`src/rtl/sine_phase_decoder.sv`:
```
// sine_phase_decoder: recovers the 8-bit phase of a signed sine sample.
// The sample magnitude is located in the generator's 64-entry quarter-wave
// table by a 6-step binary search. Sign and slope then select the quadrant.
module sine_phase_decoder #(
    parameter logic [7:0] PEAK_MAG = 8'h7E,
    parameter int         ITERS    = 6
) (
    input  logic       clk,
    input  logic       rst,
    input  logic       in_valid,
    output logic       in_ready,
    input  logic [7:0] sample,
    input  logic       slope_neg,
    output logic       out_valid,
    input  logic       out_ready,
    output logic [7:0] phase,
    output logic       clip
);

    typedef enum logic [1:0] {
        IDLE   = 2'd0,
        SEARCH = 2'd1,
        DONE   = 2'd2
    } state_t;

    // Quarter-wave table shared with sine_wave_generator: floor(127*sin(pi*i/128)).
    // It is a constant ROM, so it carries no reset.
    localparam logic [7:0] LUT [0:63] = '{
        8'h00, 8'h03, 8'h06, 8'h09, 8'h0C, 8'h0F, 8'h12, 8'h15,
        8'h18, 8'h1B, 8'h1E, 8'h21, 8'h24, 8'h27, 8'h2A, 8'h2D,
        8'h30, 8'h33, 8'h36, 8'h39, 8'h3B, 8'h3E, 8'h41, 8'h43,
        8'h46, 8'h49, 8'h4B, 8'h4E, 8'h50, 8'h52, 8'h55, 8'h57,
        8'h59, 8'h5B, 8'h5E, 8'h60, 8'h62, 8'h64, 8'h66, 8'h67,
        8'h69, 8'h6B, 8'h6C, 8'h6E, 8'h70, 8'h71, 8'h72, 8'h74,
        8'h75, 8'h76, 8'h77, 8'h78, 8'h79, 8'h7A, 8'h7B, 8'h7B,
        8'h7C, 8'h7D, 8'h7D, 8'h7E, 8'h7E, 8'h7E, 8'h7E, 8'h7E
    };

    state_t      state;
    logic [8:0]  mag;        // |sample|; 9 bits so that 0x80 becomes 128
    logic        neg;
    logic        slope_q;
    logic [5:0]  lo;
    logic [5:0]  hi;
    logic [2:0]  cnt;

    logic [8:0]  capture_mag;
    logic [5:0]  mid;
    logic [5:0]  next_lo;
    logic [5:0]  next_hi;
    logic        last_step;

    // Folds sign and slope back onto the quarter-wave index.
    function automatic logic [7:0] map_phase(input logic [5:0] idx,
                                             input logic       n,
                                             input logic       s);
        logic [7:0] p;
        case ({n, s})
            2'b00:   p = {2'b00, idx};
            2'b01:   p = {2'b01, ~idx};
            2'b11:   p = {2'b10, idx};
            default: p = {2'b11, ~idx};
        endcase
        return p;
    endfunction

    // One binary-search step: narrow [lo,hi] towards the smallest entry >= mag.
    always_comb begin
        // NOTE: every always_comb output gets a default first so no path can infer a latch.
        capture_mag = 9'd0;
        mid         = 6'd0;
        next_lo     = lo;
        next_hi     = hi;
        last_step   = (cnt == 3'(ITERS - 1));

        capture_mag = sample[7] ? (9'd0 - {sample[7], sample}) : {1'b0, sample};
        mid         = 6'((7'(lo) + 7'(hi)) >> 1);
        if ({1'b0, LUT[mid]} >= mag) begin
            next_hi = mid;
        end else begin
            next_lo = mid + 6'd1;
        end
    end

    // Control FSM and datapath registers; all outputs are registered.
    always_ff @(posedge clk) begin
        // NOTE: sequential state uses non-blocking assignments so all registers update together at the edge.
        if (rst) begin
            state     <= IDLE;
            in_ready  <= 1'b1;
            out_valid <= 1'b0;
            phase     <= 8'h00;
            clip      <= 1'b0;
            mag       <= 9'd0;
            neg       <= 1'b0;
            slope_q   <= 1'b0;
            lo        <= 6'd0;
            hi        <= 6'd63;
            cnt       <= 3'd0;
        end else begin
            case (state)
                IDLE: begin
                    if (in_valid) begin
                        mag      <= capture_mag;
                        neg      <= sample[7];
                        slope_q  <= slope_neg;
                        lo       <= 6'd0;
                        hi       <= 6'd63;
                        cnt      <= 3'd0;
                        in_ready <= 1'b0;
                        state    <= SEARCH;
                    end
                end
                SEARCH: begin
                    lo  <= next_lo;
                    hi  <= next_hi;
                    cnt <= cnt + 3'd1;
                    if (last_step) begin
                        phase     <= map_phase(next_lo, neg, slope_q);
                        clip      <= (mag > {1'b0, PEAK_MAG});
                        out_valid <= 1'b1;
                        state     <= DONE;
                    end
                end
                DONE: begin
                    if (out_ready) begin
                        out_valid <= 1'b0;
                        in_ready  <= 1'b1;
                        state     <= IDLE;
                    end
                end
                default: begin
                    out_valid <= 1'b0;
                    in_ready  <= 1'b1;
                    state     <= IDLE;
                end
            endcase
        end
    end

endmodule
```
`config.mk`:
```
export PLATFORM = sky130hd
export DESIGN_NAME = sine_phase_decoder
export DESIGN_NICKNAME = d
export VERILOG_FILES = /design/src/rtl/sine_phase_decoder.sv
export SDC_FILE = /design/constraint.sdc
export NUM_CORES = 1
export LEC_CHECK = 0
export ABC_AREA = 0
export CORE_MARGIN = 4
export CORE_UTILIZATION = 35
export DETAILED_ROUTE_END_ITERATION = 8
export PLACE_DENSITY = 0.56
export SYNTH_ARGS = -nofsm -noshare
export SYNTH_HDL_FRONTEND = slang
export SYNTH_SLANG_ARGS = --single-unit
export TNS_END_PERCENT = 100
```
`constraint.sdc`:
```
create_clock -name clk -period 5 [get_ports clk]
set_input_delay 1.5 -clock clk [delete_from_list [all_inputs] [get_ports clk]]
set_output_delay 1.5 -clock clk [all_outputs]
set_load 0.02 [all_outputs]
```
==> flow_metrics.tcl <==
set metrics [dict create \
    ant_nets 0 \
    skew_ns 0.007828 \
    die_w_um 99.48 \
    switchingPower_mw 0.9878 \
    via_count 2598 \
    cap_viol_max_count 0 \
    syn-cell-area_um2 2929 \
    min_path_cells 2 \
    cts-root-buf "clkbuf_8" \
    finalNetCount 432 \
    final_layout_size_suffix_gt1_share_pct 11.20 \
    clock_path_buffers 2 \
    row_count 33 \
    grt_pass1_vias 2507 \
    io_pins 24 \
    cellInternalPower_mw 1.074 \
    outcome "finished, final reports clean" \
    grt_overflow_total 0 \
    grt_setup_unrepaired "no" \
    slowest_stage "a41oi_4" \
    synth_area_leaders "dfxtp_1 27%, ha_1 11%, nor2_1 6.7%" \
    route.detailed.drc 0 \
    setup_viol 0 \
    synth_top_area_cell "dfxtp_1" \
    yosysTopAreaCellShare_pct 26.66 \
    final_util_pct 41.86 \
    fillers 861 \
    ys_ff_latch 39 \
    period_minus_slack_ns 4.499 \
    grt_max_degree 25 \
    diodes 0 \
    gp_congestion 0.8802 \
    slew_headroom_pct 39.59 \
    synthArstFlopShare_pct 0 \
    clock.fmax_mhz 222.3 \
    cp-end-kind "flop" \
    holdCritPathClass "flop to flop" \
    syn-num-nets 406 \
    path_clk_slew_ns 0.08 \
    htreeDepth 2 \
    setup_ws_ns 0.5006 \
    drtIter0Drc 108 \
    syn_avg_cell_area_um2 8.003 \
    hold_violations 0 \
    synth_seq_area_share_pct 26.66 \
    setup_tns_ns 0 \
    pre_cts_ws_ns 0.3886 \
    antenna_found_initial 0 \
    drt_first_pass_iters 4 \
    synth.distinct_cells 60 \
    worst_pin_slew_ns 0.9034 \
    grt_usage_pct 14.66 \
    port_buffers 23 \
    tritoncts "yes" \
    ir_drop_uv 215.2 \
    synth_edf_count 0 \
    total_power_mw 2.061 \
    yosys_most_used_dff "dfxtp_1" \
    startpoint_type "flop" \
    swShare_pct 47.92 \
    criticalPathCategory "flop to flop" \
    crit_chain "inv_1 -> fa_1 -> xnor2_1 -> ha_1 -> inv_1 -> ha_1 -> nor4_1 -> a31oi_1 -> o311a_1 -> ha_1 -> a21o_1 -> a31oi_1 -> o21ai_1 -> a41oi_4 -> mux2i_1 -> nor2_1 -> a2111oi_1" \
    crit_fanout 14 \
    syn-instance-count 366 \
    min_from "mag[7]$_SDFFE_PP0P_" \
    dp_hpwl_um 5375 \
    power_frac_comb_pct 72.9 \
    cp.arrival_ns 4.67 \
    viasPerCell 5.217 \
    worst_ep_required_time_ns 5.17 \
    clockPowerShare_pct 9.9 \
    grt_pass1_wl_um 11900 \
    yosysWarnings 0 \
    drv_slew 0 \
    numCtsBuffers 5 \
    dieHeight_um 99.48 \
    crit_start "lo[1]$_SDFFE_PP0P_" \
    clock_latency_ns 0.28 \
    core_um2 8175 \
    holdWs_ns 0.4824 \
    start_util_pct 35.83 \
    pwr-share-seq_pct 17.2 \
    dieArea_um2 9896 \
    finalCritPeriodShare_pct 89.99 \
    crit_top_cell "ha_1" \
    r2r-start "lo[1]$_SDFFE_PP0P_" \
    wire_per_inst_um 14.14 \
    p_leak_nw 1.358 \
    area_growth_pct 16.83 \
    p_per_area_nw_per_um2 602.4 \
    routed_wl_um 7040 \
    reg2reg_depth 17 \
    slowest_delay_ns 0.52 \
    cts_sinks 39 \
]
## Yosys cell counts (2+ instances only)
library cell and number:
nor3_1 20, nor2_1 52, xnor2_1 10, a211o_1 4, inv_2 2, o211ai_1 5
mux2i_1 12, nand3_1 7, o21ai_0 4, o31ai_1 2, nand2b_1 7, ha_1 26
xor2_1 4, a2111oi_1 2, a22oi_1 7, o21bai_1 6, nor3b_1 2, buf_2 4
a31oi_1 5, or3_1 2, a21oi_1 22, or2_2 4, clkbuf_1 14, nand2_1 29
dfxtp_1 39, xnor2_2 2, a311oi_1 3, inv_1 19, a21o_1 5, a211oi_1 16
## state kept, by name, summed over array words and instances, names as in the netlist, 2 cells and up
signal,cells
cnt,3
lo,6
phase,8
hi,6
mag,9
state,2
## kinds of logic after synthesis
kind of cell	after synthesis	synth area share (%)
mux	13	4.613
compound gates	92	22.90
xor+xnor	16	5.297
simple gates	138	23.15
buf+inv	41	5.596
flops	39	26.66
fa+ha+maj	27	11.79
## final timing paths
check / endpoint / slack [ns]
worst max-delay path: phase[3]$_SDFFE_PP0P_ / 0.50
worst min-delay path: mag[7]$_SDFFE_PP0P_ / 0.48
worst max register to register: phase[3]$_SDFFE_PP0P_ / 0.50
worst min register to register: mag[7]$_SDFFE_PP0P_ / 0.48
## through the flow
step,instance area (um2),instances
2_1_floorplan,2929,366
3_3_place_gp,3326,490
3_5_place_dp,3326,490
4_1_cts,3411,498
5_1_grt,3422,498
6_report,3422,498
## per-layer routing
layer  global-route usage [%]  part of all wire [%]  routed length, um  up-vias
li1                         -                     -                  -     1359
met1                    20.03                    50               3542     1190
met2                    24.48                    46               3236       43
met3                    2.244                   2.9                204        6
met4                    3.151                  0.81                 57        0
met5                        0                     0                  0        -
## worst max-delay path, delay by kind of cell, from the launching register on
kind	cells	cell delay [ns]
and+or+nand+nor	2	0.36
AOI/OAI and AO/OA	7	1.48
xor gates and xnor gates	1	0.39
DFF	1	0.39
adders and majority gates	4	1.29
muxes	1	0.30
buffers and inverters	2	0.17
## power by group through the flow
stage / clock network, mW / logic (mW) / registers [mW]
finish: 0.205 / 1.50 / 0.355
global route: 0.227 / 1.68 / 0.358
global placement: 0 / 1.46 / 0.362
detailed placement: 0 / 1.46 / 0.362
CTS: 0.214 / 1.47 / 0.354
floorplan: 0 / 1.11 / 0.356
## cell usage in the layout (no fill, tap or decap), types with 16 or more instances in the layout
cell	synthesis	routed
nor3_1	20	20
ha_1	26	26
a21oi_1	22	22
nor2_1	52	52
dfxtp_1	39	39
clkdlybuf4s50_1	0	23
nand2_1	29	29
inv_1	19	19
buf_4	1	16
a211oi_1	16	16
## final cells by class
| cell class | instances | area, um2 | area share (%) |
|---|---|---|---|
| clock buffer | 6 | 72.57 | 2.121 |
| timing repair buffer | 39 | 350.3 | 10.24 |
| clock inverter | 2 | 12.51 | 0.3656 |
| inverter | 21 | 78.83 | 2.303 |
| tap | 105 | 131.4 | 3.839 |
| sequential | 39 | 780.7 | 22.82 |
| multi-input combinational | 286 | 1996 | 58.32 |
## timing repair
item,4_1_cts,5_1_grt
hold buffers,0,0
buffers inserted,0,0
resized for setup,0,1
endpoints found under the setup margin,0,1
endpoints found under the hold margin,0,0
Power figures use the tool's default switching activity.
